File: src/rtl/tcm_ctrl_pkg.sv
// Shared constants for the TCM capture controller: FSM encoding, TCM geometry
// and the round-robin owner encoding used by the port arbiter.
package tcm_ctrl_pkg;

    localparam int TCM_ADDR_WIDTH = 5;
    localparam int TCM_DEPTH      = 2 ** TCM_ADDR_WIDTH;

    localparam logic [1:0] ST_IDLE    = 2'd0;
    localparam logic [1:0] ST_CAPTURE = 2'd1;
    localparam logic [1:0] ST_DONE    = 2'd2;

    localparam logic OWNER_STREAM = 1'b0;
    localparam logic OWNER_READ   = 1'b1;

endpackage

File: src/rtl/tcm_port_arbiter.sv
// Round-robin owner of the single TCM port (stream write vs. register readback)
// with a fully registered port and a three-stage readback return path.
module tcm_port_arbiter
    import tcm_ctrl_pkg::*;
#(
    parameter int DATA_WIDTH = 32,
    parameter int ADDR_WIDTH = TCM_ADDR_WIDTH
) (
    input  logic                  clk,
    input  logic                  rst,
    input  logic                  stream_en,
    input  logic                  stream_valid,
    input  logic [ADDR_WIDTH-1:0] wr_addr,
    input  logic [DATA_WIDTH-1:0] wr_data,
    input  logic                  rd_req,
    input  logic [ADDR_WIDTH-1:0] rd_addr,
    output logic                  rd_gnt,
    output logic                  stream_ready,
    output logic                  rd_valid,
    output logic [DATA_WIDTH-1:0] rd_data,
    output logic                  tcm_en,
    output logic                  tcm_we,
    output logic [ADDR_WIDTH-1:0] tcm_addr,
    output logic [DATA_WIDTH-1:0] tcm_wdata,
    input  logic [DATA_WIDTH-1:0] tcm_rdata
);

    // Handshakes: a stream beat transfers in any cycle where stream_valid and
    // stream_ready are both high; a read transfers in the cycle rd_gnt is high
    // (rd_req held until then). Exactly one transfer may win a given cycle.
    logic last_owner;
    logic rd_s1;
    logic rd_s2;
    logic rd_pending;
    logic stream_want;
    logic beat;

    assign rd_pending   = rd_s1 | rd_s2;
    assign stream_want  = stream_en & stream_valid;
    assign rd_gnt       = rd_req & ~rst & ~rd_pending &
                          ((last_owner == OWNER_STREAM) | ~stream_want);
    assign stream_ready = stream_en & ~rd_gnt;
    assign beat         = stream_want & stream_ready;

    always_ff @(posedge clk) begin
        if (rst) begin
            last_owner <= OWNER_STREAM;
            rd_s1      <= 1'b0;
            rd_s2      <= 1'b0;
            rd_valid   <= 1'b0;
            rd_data    <= '0;
            tcm_en     <= 1'b0;
            tcm_we     <= 1'b0;
            tcm_addr   <= '0;
            tcm_wdata  <= '0;
        end else begin
            tcm_en   <= beat | rd_gnt;
            tcm_we   <= beat;
            rd_s1    <= rd_gnt;
            rd_s2    <= rd_s1;
            rd_valid <= rd_s2;
            if (rd_s2) begin
                rd_data <= tcm_rdata;
            end
            // Address/data hold between accesses so the port only toggles on use.
            if (beat) begin
                tcm_addr   <= wr_addr;
                tcm_wdata  <= wr_data;
                last_owner <= OWNER_STREAM;
            end else if (rd_gnt) begin
                tcm_addr   <= rd_addr;
                last_owner <= OWNER_READ;
            end
        end
    end

endmodule

File: src/rtl/tcm_capture_arbiter.sv
// Frame-capture controller for the stream-slave TCM with shared readback port.
// Build option TCM_CAPTURE_WRAP_EN: write pointer wraps and capture runs to TLAST.
module tcm_capture_arbiter
    import tcm_ctrl_pkg::*;
#(
    parameter int C_S_AXIS_TDATA_WIDTH = 32,
    parameter int C_TCM_ADDR_WIDTH     = TCM_ADDR_WIDTH
) (
    input  logic                            S_AXIS_ACLK,
    input  logic                            S_AXIS_ARESET,
    input  logic                            ctrl_start,
    input  logic                            ctrl_rd_req,
    input  logic [C_TCM_ADDR_WIDTH-1:0]     ctrl_rd_addr,
    output logic                            ctrl_rd_gnt,
    output logic                            ctrl_rd_valid,
    output logic [C_S_AXIS_TDATA_WIDTH-1:0] ctrl_rd_data,
    output logic                            stat_busy,
    output logic                            stat_done,
    output logic                            stat_overflow,
    output logic [C_TCM_ADDR_WIDTH:0]       stat_count,
    input  logic                            S_AXIS_TVALID,
    input  logic [C_S_AXIS_TDATA_WIDTH-1:0] S_AXIS_TDATA,
    input  logic                            S_AXIS_TLAST,
    output logic                            S_AXIS_TREADY,
    output logic                            tcm_en,
    output logic                            tcm_we,
    output logic [C_TCM_ADDR_WIDTH-1:0]     tcm_addr,
    output logic [C_S_AXIS_TDATA_WIDTH-1:0] tcm_wdata,
    input  logic [C_S_AXIS_TDATA_WIDTH-1:0] tcm_rdata
);

    localparam logic [C_TCM_ADDR_WIDTH:0] COUNT_FULL = {1'b1, {C_TCM_ADDR_WIDTH{1'b0}}};
    localparam logic [C_TCM_ADDR_WIDTH:0] COUNT_LAST = COUNT_FULL - 1'b1;

    logic [1:0]                  state;
    logic [C_TCM_ADDR_WIDTH-1:0] wptr;
    logic                        stream_en;
    logic                        beat;

    // A start pulse holds off the stream for one cycle so no beat lands at the
    // old pointer while the counters are being cleared.
    assign stream_en = (state == ST_CAPTURE) & ~ctrl_start & ~S_AXIS_ARESET;
    assign beat      = S_AXIS_TVALID & S_AXIS_TREADY;
    assign stat_busy = (state == ST_CAPTURE);
    assign stat_done = (state == ST_DONE);

    always_ff @(posedge S_AXIS_ACLK) begin
        if (S_AXIS_ARESET) begin
            state         <= ST_IDLE;
            wptr          <= '0;
            stat_count    <= '0;
            stat_overflow <= 1'b0;
        end else if (ctrl_start) begin
            state         <= ST_CAPTURE;
            wptr          <= '0;
            stat_count    <= '0;
            stat_overflow <= 1'b0;
        end else if (beat) begin
            wptr <= wptr + 1'b1;
`ifdef TCM_CAPTURE_WRAP_EN
            if (stat_count != COUNT_FULL) begin
                stat_count <= stat_count + 1'b1;
            end
            if ((&wptr) && !S_AXIS_TLAST) begin
                stat_overflow <= 1'b1;
            end
            if (S_AXIS_TLAST) begin
                state <= ST_DONE;
            end
`else
            stat_count <= stat_count + 1'b1;
            if ((stat_count == COUNT_LAST) && !S_AXIS_TLAST) begin
                stat_overflow <= 1'b1;
            end
            if (S_AXIS_TLAST || (stat_count == COUNT_LAST)) begin
                state <= ST_DONE;
            end
`endif
        end
    end

    tcm_port_arbiter #(
        .DATA_WIDTH (C_S_AXIS_TDATA_WIDTH),
        .ADDR_WIDTH (C_TCM_ADDR_WIDTH)
    ) u_port_arbiter (
        .clk          (S_AXIS_ACLK),
        .rst          (S_AXIS_ARESET),
        .stream_en    (stream_en),
        .stream_valid (S_AXIS_TVALID),
        .wr_addr      (wptr),
        .wr_data      (S_AXIS_TDATA),
        .rd_req       (ctrl_rd_req),
        .rd_addr      (ctrl_rd_addr),
        .rd_gnt       (ctrl_rd_gnt),
        .stream_ready (S_AXIS_TREADY),
        .rd_valid     (ctrl_rd_valid),
        .rd_data      (ctrl_rd_data),
        .tcm_en       (tcm_en),
        .tcm_we       (tcm_we),
        .tcm_addr     (tcm_addr),
        .tcm_wdata    (tcm_wdata),
        .tcm_rdata    (tcm_rdata)
    );

endmodule

File: config.mk
export PLATFORM = sky130hd
export DESIGN_NAME = tcm_capture_arbiter
export DESIGN_NICKNAME = d
export VERILOG_FILES = /design/src/rtl/tcm_ctrl_pkg.sv /design/src/rtl/tcm_port_arbiter.sv /design/src/rtl/tcm_capture_arbiter.sv
export SDC_FILE = /design/constraint.sdc
export NUM_CORES = 1
export LEC_CHECK = 0
export BUFFER_PORTS_ARGS = -buffer_cell sky130_fd_sc_hd__buf_2
export CAP_MARGIN = 20
export CORE_UTILIZATION = 45
export DETAILED_ROUTE_END_ITERATION = 6
export GPL_ROUTABILITY_DRIVEN = 1
export PLACE_DENSITY = 0.79
export SLEW_MARGIN = 20
export SYNTH_ARGS = -nofsm -noshare
export SYNTH_HDL_FRONTEND = slang
export SYNTH_SLANG_ARGS = --single-unit
File: constraint.sdc
create_clock -name S_AXIS_ACLK -period 5 [get_ports S_AXIS_ACLK]
set_clock_uncertainty 0.05 [all_clocks]
set_input_delay 0.5 -clock S_AXIS_ACLK [delete_from_list [all_inputs] [get_ports S_AXIS_ACLK]]
set_output_delay 0.5 -clock S_AXIS_ACLK [all_outputs]
set_load 0.02 [all_outputs]
==> metrics.log <==
INFO  metric yosys_warnings = 0
INFO  metric clock-sinks = ~90
INFO  metric cts.reportedPaths.clkPinSlew = 0.08 ns
INFO  metric routedWlPerCell = about 12 um
INFO  metric globalRoute.totalOverflow = 0
INFO  metric swShare = 0.259
INFO  metric internal-power = a little under 1 mW
INFO  metric max_cap_violations = 0
INFO  metric detail_route.vias_per_cell = 4.76
INFO  metric synthCells = roughly 350
INFO  metric overall_power = 1.31 mW
INFO  metric grt_setup_unrepaired = no
INFO  metric num_rows = 30
INFO  metric worstPathCellList = or4b_4, a31oi_1, buf_2
INFO  metric setup_viol = 0
INFO  metric critPathSlowestCell = sky130_fd_sc_hd__or4b_4
INFO  metric netlist_top_cells_area = sky130_fd_sc_hd__dfxtp_1 (55%), sky130_fd_sc_hd__mux2i_1 (10%), sky130_fd_sc_hd__nand2_1 (8.6%), sky130_fd_sc_hd__nand3_1 (5.4%), sky130_fd_sc_hd__nor2_1 (4.4%)
INFO  metric fin_tns_setup = 0 ns
INFO  metric synthesis.nets = about 430
INFO  metric antenna_cells = 0
INFO  metric power_leakage = 2.10 nW
INFO  metric ff_latch_area = 0.00178 mm2
INFO  metric synth.lib_cells_used.distinct = 34
INFO  metric max_slew.worst_pin.slew = roughly 1 ns
INFO  metric power.switching = 0.339 mW
INFO  metric detailroute.via_count = ~2900
INFO  metric gp_congestion = between 0.7 and 0.8
INFO  metric ctsLongestPathBuffers = 2
INFO  metric clock_insertion_delay_worst_skew = ~0.33 ns
INFO  metric finalNetCount = 577
INFO  metric ys_ff_latch = 89
INFO  metric share_comb_of_total_power = 0.105
INFO  metric crit_path_start_kind = flop
INFO  metric grt_util_all_layers = 0.189
INFO  metric report.final.hold_viol_count = 0
INFO  metric flow.area_growth_from_synthesis = 30.9%
INFO  metric synth_area_leader_cell = sky130_fd_sc_hd__dfxtp_1
INFO  metric die_width = about 87 um
INFO  metric pins_over_slew_limit = 0
INFO  metric tritoncts.num_buffers = 9
INFO  metric detail_route.drc_violations = 0
INFO  metric wirelength = roughly 7400 um
INFO  metric ctsRootBufferMaster = sky130_fd_sc_hd__clkbuf_8
INFO  metric post-route-period-util = 0.622
INFO  metric power_per_cell_area = slightly above 300 mW/mm2
INFO  metric nFillCells = ~630
INFO  metric postCtsResizedCells = 0
INFO  metric cp.required = approximately 4.5 ns
INFO  metric via_count_of_the_first_global_routing_pass = 2622
INFO  metric tritoncts = done
INFO  metric worst_ep_arrival_time = 2.56 ns
INFO  metric drt_pass1_iterations = 4
INFO  metric chipHeight = 86.6 um
INFO  metric status = finished clean
INFO  metric netlist.area_leader.share = 0.553
INFO  metric multi_input_area = between 0.001 and 0.0015 mm2
INFO  metric max_freq = 0.322 GHz
INFO  metric post_dp_cell_area = between 0.004 and 0.005 mm2
INFO  metric slew_headroom = 0.349
INFO  metric grt_first_pass_wirelength = roughly 11000 um
INFO  metric slowest_delay = 0.70 ns
INFO  metric io_buffers = roughly 160
INFO  metric timing_worst_setup_path_type = flop to output port
INFO  metric grt_max_degree = 48
INFO  metric drive_above_1_share = 0.357
INFO  metric synth_area_per_inst = 9.15 um2
INFO  metric postLayoutCellArea = between 0.004 and 0.005 mm2
INFO  metric die_area = around 0.0075 mm2
INFO  metric starting_density = 0.469
INFO  metric peak_fanout_along_the_critical_path = 35
INFO  metric antenna_found_initial = 0
INFO  metric synth_seq_area_share = 0.553
INFO  metric worst_min_path_class = input pin to flop
INFO  metric worst_setup_path_end_kind = output port
INFO  metric syn_area = around 0.0032 mm2
INFO  metric share_clk_of_total_power = 0.322
INFO  metric timing.final.crit_period = 3.11 ns
INFO  metric cts.htree.levels = 3
INFO  metric boundaryPins = ~160
INFO  metric hold_buffers = 0
INFO  metric drt_iter0_drc = 83
INFO  metric worst_ir_drop_vdd = between 0.00015 and 0.0002 V
INFO  metric detail-route-antenna-nets = 0
INFO  metric numPlacedInstances = between 500 and 600
INFO  metric power_frac_seq = 0.573
INFO  metric post-cts-setup-buffers = 0
INFO  metric hpwl = approximately 5400 um
INFO  metric placeableCoreArea = roughly 0.0069 mm2
INFO  metric stdcell_count = 600
## area by class of cell
cell class,instances,area share
inverters,10,0.00890
repair buffers,158,0.188
flip-flops and latches,89,0.423
multi-input cells,232,0.312
well taps,96,0.0285
clock buffers,9,0.0294
clock inverters,6,0.0107
## critical path, delay by kind of cell, from the launching register on
kind,cells,cell delay (ns)
AND/OR/NAND/NOR,1,0.70
flip-flops,1,0.63
AO/OA/AOI/OAI,1,0.59
buffers and inverters,1,0.31
## synth_stat cells (all sizes together)
cell	number
nor4b	2
o2111ai	1
or3	4
a21oi	12
nand3	35
ha	2
or4b	1
a31oi	3
mux2i	33
inv	10
clkbuf	9
a311oi	1
o211ai	2
nor2	38
dfxtp	89
o21ai	5
nand2	74
nor3	1
buf	12
or2	1
o221ai	4
o311ai	1
o31ai	2
a22o	1
nor2b	5
xnor2	2
a21o	1
or4	1
## state kept, by name, indices dropped and copies added (netlist names), 2 cells and up
register,count
state,2
u_port_arbiter.tcm_addr,5
u_port_arbiter.tcm_wdata,32
wptr,5
u_port_arbiter.rd_data,32
stat_count,6
## cells by family after synthesis
family | Yosys count | synth area share
and+or+nand+nor | 162 | 0.223
DFF | 89 | 0.553
AOI/OAI and AO/OA | 33 | 0.0672
muxes | 33 | 0.103
buffers and inverters | 31 | 0.0416
xor gates and xnor gates | 2 | 0.00544
adders and majority gates | 2 | 0.00777
## worst paths after layout
path / start / endpoint / slack (ns) / depth (start not counted)
setup / recovery: u_port_arbiter.rd_s2 / ctrl_rd_gnt / 1.89 / 3
hold / removal: S_AXIS_TDATA[26] / u_port_arbiter.tcm_wdata[26] / 0.29 / 3
setup reg to reg: u_port_arbiter.rd_s2 / state[0] / 2.15 / 6
hold reg to reg: u_port_arbiter.tcm_wdata[13] / u_port_arbiter.tcm_wdata[13] / 0.41 / 2
## metal layers
metal | wire length, um | track usage
met2 | 3530 | 0.336
met5 | 0 | 0
met1 | 3170 | 0.213
met3 | 594 | 0.0543
met4 | 55 | 0.0773
## layout by cell type (no fill, tap or decap), types with 2 or more instances in the layout
cell type                    instances
sky130_fd_sc_hd__xnor2_1             2
sky130_fd_sc_hd__nand2_1            74
sky130_fd_sc_hd__o221ai_1            4
sky130_fd_sc_hd__nand3_1            35
sky130_fd_sc_hd__or3_1               4
sky130_fd_sc_hd__buf_2             157
sky130_fd_sc_hd__a31oi_1             3
sky130_fd_sc_hd__a21oi_1            12
sky130_fd_sc_hd__dfxtp_1            88
sky130_fd_sc_hd__nor2b_1             5
sky130_fd_sc_hd__clkbuf_8            9
sky130_fd_sc_hd__o21ai_0             5
sky130_fd_sc_hd__clkinvlp_4          3
sky130_fd_sc_hd__ha_1                2
sky130_fd_sc_hd__inv_2               2
sky130_fd_sc_hd__nor2_1             38
sky130_fd_sc_hd__inv_1               8
sky130_fd_sc_hd__o31ai_1             2
sky130_fd_sc_hd__mux2i_1            33
## power groups by stage
stage / Clock, mW / Combinational, mW / Sequential (mW)
2_1_floorplan: 0 / 0.0547 / 0.786
3_3_place_gp: 0 / 0.137 / 0.765
3_5_place_dp: 0 / 0.140 / 0.765
4_1_cts: 0.434 / 0.140 / 0.749
5_1_grt: 0.466 / 0.150 / 0.752
6_report: 0.421 / 0.138 / 0.749
## stage by stage
stage	setup WS [ns]	hold slack, ns	util
2_1_floorplan	2.55	0.384	-
3_3_place_gp	1.61	0.391	0.589
3_5_place_dp	1.98	0.395	0.589
4_1_cts	1.86	0.275	0.614
5_1_grt	1.69	0.267	0.614
6_report	1.89	0.290	0.614
(Power assumes the default switching activity.)
